[src/rtl/pa_trace_pkg.sv]
// Shared definitions for the PA-RISC retire-trace buffer: states, class codes,
// major opcodes and entry field widths.
package pa_trace_pkg;

  typedef enum logic [1:0] {
    ST_IDLE   = 2'd0,
    ST_ARMED  = 2'd1,
    ST_POST   = 2'd2,
    ST_FROZEN = 2'd3
  } state_e;

  localparam int RD_W  = 5;
  localparam int CLS_W = 4;
  localparam int OP_W  = 6;

  localparam logic [CLS_W-1:0] CLS_NOP      = 4'd0;
  localparam logic [CLS_W-1:0] CLS_ARITH    = 4'd1;
  localparam logic [CLS_W-1:0] CLS_LOAD     = 4'd2;
  localparam logic [CLS_W-1:0] CLS_STORE    = 4'd3;
  localparam logic [CLS_W-1:0] CLS_LDO      = 4'd4;
  localparam logic [CLS_W-1:0] CLS_BL       = 4'd5;
  localparam logic [CLS_W-1:0] CLS_COMB     = 4'd6;
  localparam logic [CLS_W-1:0] CLS_IMMARITH = 4'd7;
  localparam logic [CLS_W-1:0] CLS_SHIFT    = 4'd8;
  localparam logic [CLS_W-1:0] CLS_UNKNOWN  = 4'd15;

  localparam logic [OP_W-1:0] OP_NOP   = 6'b000000;
  localparam logic [OP_W-1:0] OP_ARITH = 6'b000010;
  localparam logic [OP_W-1:0] OP_LDW   = 6'b010010;
  localparam logic [OP_W-1:0] OP_LDH   = 6'b010001;
  localparam logic [OP_W-1:0] OP_LDB   = 6'b010000;
  localparam logic [OP_W-1:0] OP_STW   = 6'b011010;
  localparam logic [OP_W-1:0] OP_STH   = 6'b011001;
  localparam logic [OP_W-1:0] OP_STB   = 6'b011000;
  localparam logic [OP_W-1:0] OP_LDO   = 6'b001101;
  localparam logic [OP_W-1:0] OP_LDIL  = 6'b001000;
  localparam logic [OP_W-1:0] OP_BL    = 6'b111010;
  localparam logic [OP_W-1:0] OP_COMBT = 6'b100000;
  localparam logic [OP_W-1:0] OP_COMBF = 6'b100010;
  localparam logic [OP_W-1:0] OP_ADDI  = 6'b101101;
  localparam logic [OP_W-1:0] OP_SUBI  = 6'b100101;
  localparam logic [OP_W-1:0] OP_SHD   = 6'b110100;
  localparam logic [OP_W-1:0] OP_EXTR  = 6'b110101;

  // Classes that retire without a register write but are still worth tracing.
  function automatic logic cls_no_rf_write(input logic [CLS_W-1:0] cls);
    return (cls == CLS_STORE) || (cls == CLS_BL) || (cls == CLS_COMB);
  endfunction

endpackage

[src/rtl/pa_inst_classifier.sv]
// Combinational major-opcode to instruction-class decoder for trace records.
module pa_inst_classifier
  import pa_trace_pkg::*;
(
  input  logic [OP_W-1:0]  op,
  output logic [CLS_W-1:0] cls
);

  // Map major opcode to trace class.
  always_comb begin
    cls = CLS_UNKNOWN;
    case (op)
      OP_NOP:                    cls = CLS_NOP;
      OP_ARITH:                  cls = CLS_ARITH;
      OP_LDW, OP_LDH, OP_LDB:    cls = CLS_LOAD;
      OP_STW, OP_STH, OP_STB:    cls = CLS_STORE;
      OP_LDO, OP_LDIL:           cls = CLS_LDO;
      OP_BL:                     cls = CLS_BL;
      OP_COMBT, OP_COMBF:        cls = CLS_COMB;
      OP_ADDI, OP_SUBI:          cls = CLS_IMMARITH;
      OP_SHD, OP_EXTR:           cls = CLS_SHIFT;
      default:                   cls = CLS_UNKNOWN;
    endcase
  end

endmodule

[src/rtl/pa_trace_buffer.sv]
// Writeback-stage retire trace capture with trigger/freeze and oldest-first readout.
// Optional macro PA_TRACE_RFLE_FILTER_EN drops non-writing slots (except store/BL/COMB).
module pa_trace_buffer
  import pa_trace_pkg::*;
#(
  parameter int DEPTH     = 16,
  parameter int AW        = 4,
  parameter int POST_TRIG = 8,
  parameter int DW        = 32
) (
  input  logic             clk,
  input  logic             reset,
  input  logic             tr_valid,
  input  logic [DW-1:0]    tr_pc,
  input  logic [DW-1:0]    tr_inst,
  input  logic [RD_W-1:0]  tr_rd,
  input  logic [DW-1:0]    tr_pd,
  input  logic             tr_rf_le,
  input  logic             arm,
  input  logic             trig_pc_en,
  input  logic [DW-1:0]    trig_pc,
  input  logic             trig_cls_en,
  input  logic [CLS_W-1:0] trig_cls,
  input  logic             rd_en,
  output logic             rd_valid,
  output logic [DW-1:0]    rd_pc,
  output logic [DW-1:0]    rd_inst,
  output logic [DW-1:0]    rd_pd,
  output logic [RD_W-1:0]  rd_rd,
  output logic [CLS_W-1:0] rd_cls,
  output logic [AW:0]      count,
  output logic [1:0]       state,
  output logic             frozen
);

  localparam int EW   = 3*DW + RD_W + CLS_W;
  localparam int PLIM = (POST_TRIG > DEPTH) ? DEPTH : ((POST_TRIG < 1) ? 1 : POST_TRIG);
  localparam logic [AW:0] DEPTH_C = (AW+1)'(DEPTH);
  localparam logic [AW:0] PLIM_C  = (AW+1)'(PLIM);

  state_e            state_r, state_n;
  logic [AW-1:0]     wptr_r, wptr_n, rptr_r, rptr_n;
  logic [AW:0]       count_r, count_n, post_r, post_n;
  logic              frozen_r, wr_s, rd_s, qual_s, trig_s;
  logic [CLS_W-1:0]  cls_s;
  logic [EW-1:0]     mem_r [DEPTH];
  logic [EW-1:0]     rent_s;

  pa_inst_classifier u_cls (
    .op  (tr_inst[DW-1 -: OP_W]),
    .cls (cls_s)
  );

`ifdef PA_TRACE_RFLE_FILTER_EN
  assign qual_s = tr_valid && (tr_rf_le || cls_no_rf_write(cls_s));
`else
  logic unused_rf_le_s;
  assign unused_rf_le_s = tr_rf_le;
  assign qual_s = tr_valid;
`endif

  assign trig_s = (trig_pc_en && (tr_pc == trig_pc)) || (trig_cls_en && (cls_s == trig_cls));
  assign rent_s = mem_r[rptr_r];

  // Next-state, pointer and counter logic; arm overrides everything else.
  always_comb begin
    state_n = state_r;
    wptr_n  = wptr_r;
    rptr_n  = rptr_r;
    count_n = count_r;
    post_n  = post_r;
    wr_s    = 1'b0;
    rd_s    = 1'b0;
    if (arm) begin
      state_n = ST_ARMED;
      wptr_n  = '0;
      rptr_n  = '0;
      count_n = '0;
      post_n  = '0;
    end else begin
      case (state_r)
        ST_IDLE: state_n = ST_IDLE;
        ST_ARMED, ST_POST: begin
          if (qual_s) begin
            wr_s    = 1'b1;
            wptr_n  = wptr_r + AW'(1);
            count_n = (count_r == DEPTH_C) ? count_r : count_r + (AW+1)'(1);
            if (state_r == ST_ARMED) begin
              if (trig_s) begin
                post_n  = (AW+1)'(1);
                state_n = (PLIM_C == (AW+1)'(1)) ? ST_FROZEN : ST_POST;
              end else begin
                state_n = ST_ARMED;
              end
            end else begin
              post_n  = post_r + (AW+1)'(1);
              state_n = (post_n == PLIM_C) ? ST_FROZEN : ST_POST;
            end
            // A full buffer truncates count to 0, which still points at the oldest entry.
            rptr_n = (state_n == ST_FROZEN) ? (wptr_n - count_n[AW-1:0]) : rptr_r;
          end else begin
            state_n = state_r;
          end
        end
        ST_FROZEN: begin
          if (rd_en && (count_r != '0)) begin
            rd_s    = 1'b1;
            rptr_n  = rptr_r + AW'(1);
            count_n = count_r - (AW+1)'(1);
          end else begin
            rd_s = 1'b0;
          end
        end
        default: state_n = ST_IDLE;
      endcase
    end
  end

  // Control registers.
  always_ff @(posedge clk or posedge reset) begin
    if (reset) begin
      state_r  <= ST_IDLE;
      wptr_r   <= '0;
      rptr_r   <= '0;
      count_r  <= '0;
      post_r   <= '0;
      frozen_r <= 1'b0;
    end else begin
      state_r  <= state_n;
      wptr_r   <= wptr_n;
      rptr_r   <= rptr_n;
      count_r  <= count_n;
      post_r   <= post_n;
      frozen_r <= (state_n == ST_FROZEN);
    end
  end

  // Readout registers; data holds when no entry is delivered.
  always_ff @(posedge clk or posedge reset) begin
    if (reset) begin
      rd_valid <= 1'b0;
      rd_pc    <= '0;
      rd_inst  <= '0;
      rd_pd    <= '0;
      rd_rd    <= '0;
      rd_cls   <= '0;
    end else if (rd_s) begin
      rd_valid <= 1'b1;
      {rd_pc, rd_inst, rd_pd, rd_rd, rd_cls} <= rent_s;
    end else begin
      rd_valid <= 1'b0;
    end
  end

  // Trace storage.
  always_ff @(posedge clk) begin
    if (wr_s) begin
      mem_r[wptr_r] <= {tr_pc, tr_inst, tr_pd, tr_rd, cls_s};
    end
  end

  assign state  = state_r;
  assign count  = count_r;
  assign frozen = frozen_r;

endmodule

[config.mk]
export PLATFORM = sky130hd
export DESIGN_NAME = pa_trace_buffer
export DESIGN_NICKNAME = d
export VERILOG_FILES = /design/src/rtl/pa_trace_pkg.sv /design/src/rtl/pa_inst_classifier.sv /design/src/rtl/pa_trace_buffer.sv
export SDC_FILE = /design/constraint.sdc
export NUM_CORES = 2
export LEC_CHECK = 0
export ABC_AREA = 1
export ABC_CLOCK_PERIOD_IN_PS = 6400
export BUFFER_PORTS_ARGS = -buffer_cell sky130_fd_sc_hd__buf_2
export CAP_MARGIN = 30
export CORE_MARGIN = 2
export CORE_UTILIZATION = 43
export CTS_BUF_LIST = sky130_fd_sc_hd__clkbuf_16
export DETAILED_ROUTE_END_ITERATION = 10
export PLACE_DENSITY = 0.59
export SYNTH_ARGS = -nofsm -noshare
export SYNTH_HDL_FRONTEND = slang
export SYNTH_HIERARCHICAL = 1
export SYNTH_SLANG_ARGS = --single-unit
[constraint.sdc]
create_clock -name clk -period 6.4 [get_ports clk]
set_clock_uncertainty 0.05 [all_clocks]
set_input_delay 0.32 -clock clk [delete_from_list [all_inputs] [get_ports clk]]
set_output_delay 0.32 -clock clk [all_outputs]
set_load 0.05 [all_outputs]
==> summary.md <==
| Metric | Value |
|---|---|
| Outcome | `finished, final reports clean` |
| Total Wirelength | `190 mm` |
| Placer Congestion | `0.779` |
| Power per cell area | `394 nW/um2` |
| Clock slew at reported path FFs | `0.06 ns` |
| CP Data Arrival Time | `4.31 ns` |
| Tmin final | `3.94 ns` |
| Number of synthesized register bits | `1,807` |
| Max Cap Viol | `0` |
| Crit path kind | `flop to flop` |
| Syn Nets | `5,292` |
| Critical-path maximum fanout | `37` |
| Clock root buffer | `clkbuf_16` |
| Worst Setup End Kind | `flop` |
| Clock buffer depth | `3` |
| IO buf count | `257` |
| CTS tree | `built` |
| Commonest cells after routing, fill and taps aside | `edfxtp_1, nor2_1, o21ai_0` |
| CP Cell Sequence | `ha_1, nor2_1, inv_1, nor2_1, nand2_1, nor2_4, buf_4, buf_4` |
| Syn Inst Count | `5,131` |
| Hold crit path type | `primary input to flop` |
| Largest net degree at the start of global routing | `220` |
| Fin crit share | `0.615` |
| RSZ-0062 raised after global routing | `false` |
| Power after layout | `31.9 mW` |
| First-pass GRT wire length | `282 mm` |
| Grt ovf | `0` |
| Avg Inst Size Synth | `13.8 um2` |
| Layout cells sized above 1 | `0.118` |
| Max Fclk | `254 MHz` |
| Synth top area share | `0.714` |
| Routed vias | `44.2k` |
| Final setup violation count | `0` |
| Slew Limit Headroom | `0.342` |
| Initial antenna violation count | `17` |
| Floorplan row count | `148` |
| Sequential element share of the synthesized area | `0.759` |
| Slowest-stage cell, CP | `buf_4` |
| Least-Margin Pin Slew | `0.987 ns` |
| # clock sinks | `1,807` |
| Dominant cell type by area after synthesis | `edfxtp_1` |
| YS warnings | `6` |
| DRC viols | `0` |
| First-pass DRT Iterations | `5` |
| Die area | `168,000 um2` |
| Num ports | `259` |
| Starting density of the core | `0.434` |
| Nets | `5,535` |
| Resize count post-CTS | `0` |
| Synth unique cells | `39` |
| Post-DR wirelength/cell | `24.7 um` |
| CP max stage delay | `0.73 ns` |
| Die H | `409 um` |
| Final hold violations | `0` |
| Worst vdd ir | `0.000288 V` |
| Antenna Nets Post-Route | `0` |
| Area contributors post-synth | `edfxtp_1, o21ai_0, nor2_1` |
| Pleak | `27.0 nW` |
| Type of origin of the critical path | `flop` |
| Slew Viols, Final | `0` |
| CTS H-tree lvls | `4` |
| Most common cell after layout, fill and taps aside | `edfxtp_1` |
| GRT Total Usage | `0.223` |
| Initial drt markers | `4,125` |
| Die X | `409 um` |
| CTS Buf Count | `182` |
| Std-Cell Core Area | `163,000 um2` |
| Setup TNS Final | `0 ns` |
| Synthesis-to-layout area growth | `14.4%` |
| Worst-skew pair later-pin latency | `0.81 ns` |
| Synthesized area | `70,700 um2` |
| Vias per Instance | `5.74` |
| CP Data Required Time | `6.78 ns` |
| Number of global-route vias before repair | `43.2k` |
| Postcts setup bufs | `0` |
| HPWL Detailed | `89.8 mm` |
[Yosys cell counts, drive strengths merged]
master and count:
clkbuf 211, nor2 936, clkinv 1, o2111ai 1
nor3b 1, o21ai 970, nand3 222, nand4 5
nor3 4, buf 157, ha 15, edfxtp 1680
a211oi 1, mux2 53, o211a 1, a21oi 20
o21a 47, fa 1, xor2 13, o221ai 306
inv 79, o22ai 125, a21boi 1, o211ai 3
o31ai 1, nand2 139, xnor2 11, dfrtp 127
[cell type report]
type	instances	area, um2
antenna	6	15.0
clock buffer	187	4680
clock inverter	145	993
fill	14000	82100
inverter	80	344
multi-input combinational	2876	15200
sequential	1807	53600
tap	2175	2720
timing repair buffer	427	3260
[report_power, final]
part	internal, mW	switching, mW	total [mW]
clock network	5.75	4.41	10.2
logic	2.18	5.73	7.91
registers	13.5	0.355	13.8
total	21.4	10.5	31.9
[flip-flops by register name, summed over array words and instances (netlist names), 4 cells and up]
| signal | count |
|---|---|
| rd_pc | 32 |
| rd_cls | 4 |
| rd_rd | 5 |
| rd_inst | 32 |
| rptr_r | 4 |
| count | 5 |
| wptr_r | 4 |
| mem_r | 1680 |
| rd_pd | 32 |
| post_r | 5 |
[timing repair]
item | 4_1_cts | 5_1_grt
hold buffers | 106 | 0
hold endpoints to repair | 1718 | 0
endpoints found under the setup margin | 0 | 0
[per-layer routing]
| metal | global-route usage | vias up | routed length, um |
|---|---|---|---|
| met5 | 0 | - | 115 |
| met2 | 0.364 | 1436 | 91200 |
| li1 | - | 19900 | - |
| met3 | 0.0337 | 295 | 11700 |
| met4 | 0.0629 | 16 | 4150 |
| met1 | 0.313 | 22500 | 83000 |
[per-stage QoR]
stage	util	hold slack [ns]	worst slack [ns]	instance area (um2)	std cells
6_report	0.496	0.0809	2.46	80900	7703
3_3_place_gp	0.454	0.420	2.50	74000	7253
2_1_floorplan	-	0.369	-0.411	70700	5131
4_1_cts	0.495	0.0135	2.43	80700	7692
3_5_place_dp	0.454	0.425	2.48	74000	7254
5_1_grt	0.496	0.0992	2.28	80900	7699
[final timing paths]
path                                       from                endpoint  slack [ns]  cells past startpoint
max                          state[0]$_DFF_PP0_  mem_r[7][74]$_DFFE_PP_        2.46                      8
max reg2reg                  state[0]$_DFF_PP0_  mem_r[7][74]$_DFFE_PP_        2.46                      8
max in group asynchronous                 reset   rptr_r[2]$_DFFE_PP0P_        4.82                      4
min in group asynchronous                 reset   rd_pc[11]$_DFFE_PP0P_        0.17                      3
min                                 trig_cls_en   post_r[0]$_DFFE_PP0P_        0.08                      7
min reg2reg                rd_pc[3]$_DFFE_PP0P_    rd_pc[3]$_DFFE_PP0P_        0.43                      1
[cell families (layout without fill, tap and decap cells)]
kind of cell,count (synthesis),after routing,share of synthesized area
flip-flops,1807,1807,0.759
AO/OA/AOI/OAI,1476,1476,0.125
AND/OR/NAND/NOR,1307,1307,0.0740
buffers and inverters,448,839,0.0277
multiplexers,53,53,0.00845
XOR/XNOR,24,24,0.00297
adder cells (fa/ha/maj),16,16,0.00294
other,0,6,0
[critical path, delay by kind of cell (launching register included)]
| family | cells | cell delay [ns] |
|---|---|---|
| buf+inv | 3 | 1.42 |
| simple gates | 4 | 1.27 |
| flops | 1 | 0.42 |
| fa+ha+maj | 1 | 0.37 |
No activity file was read; power rests on OpenSTA's default activity.
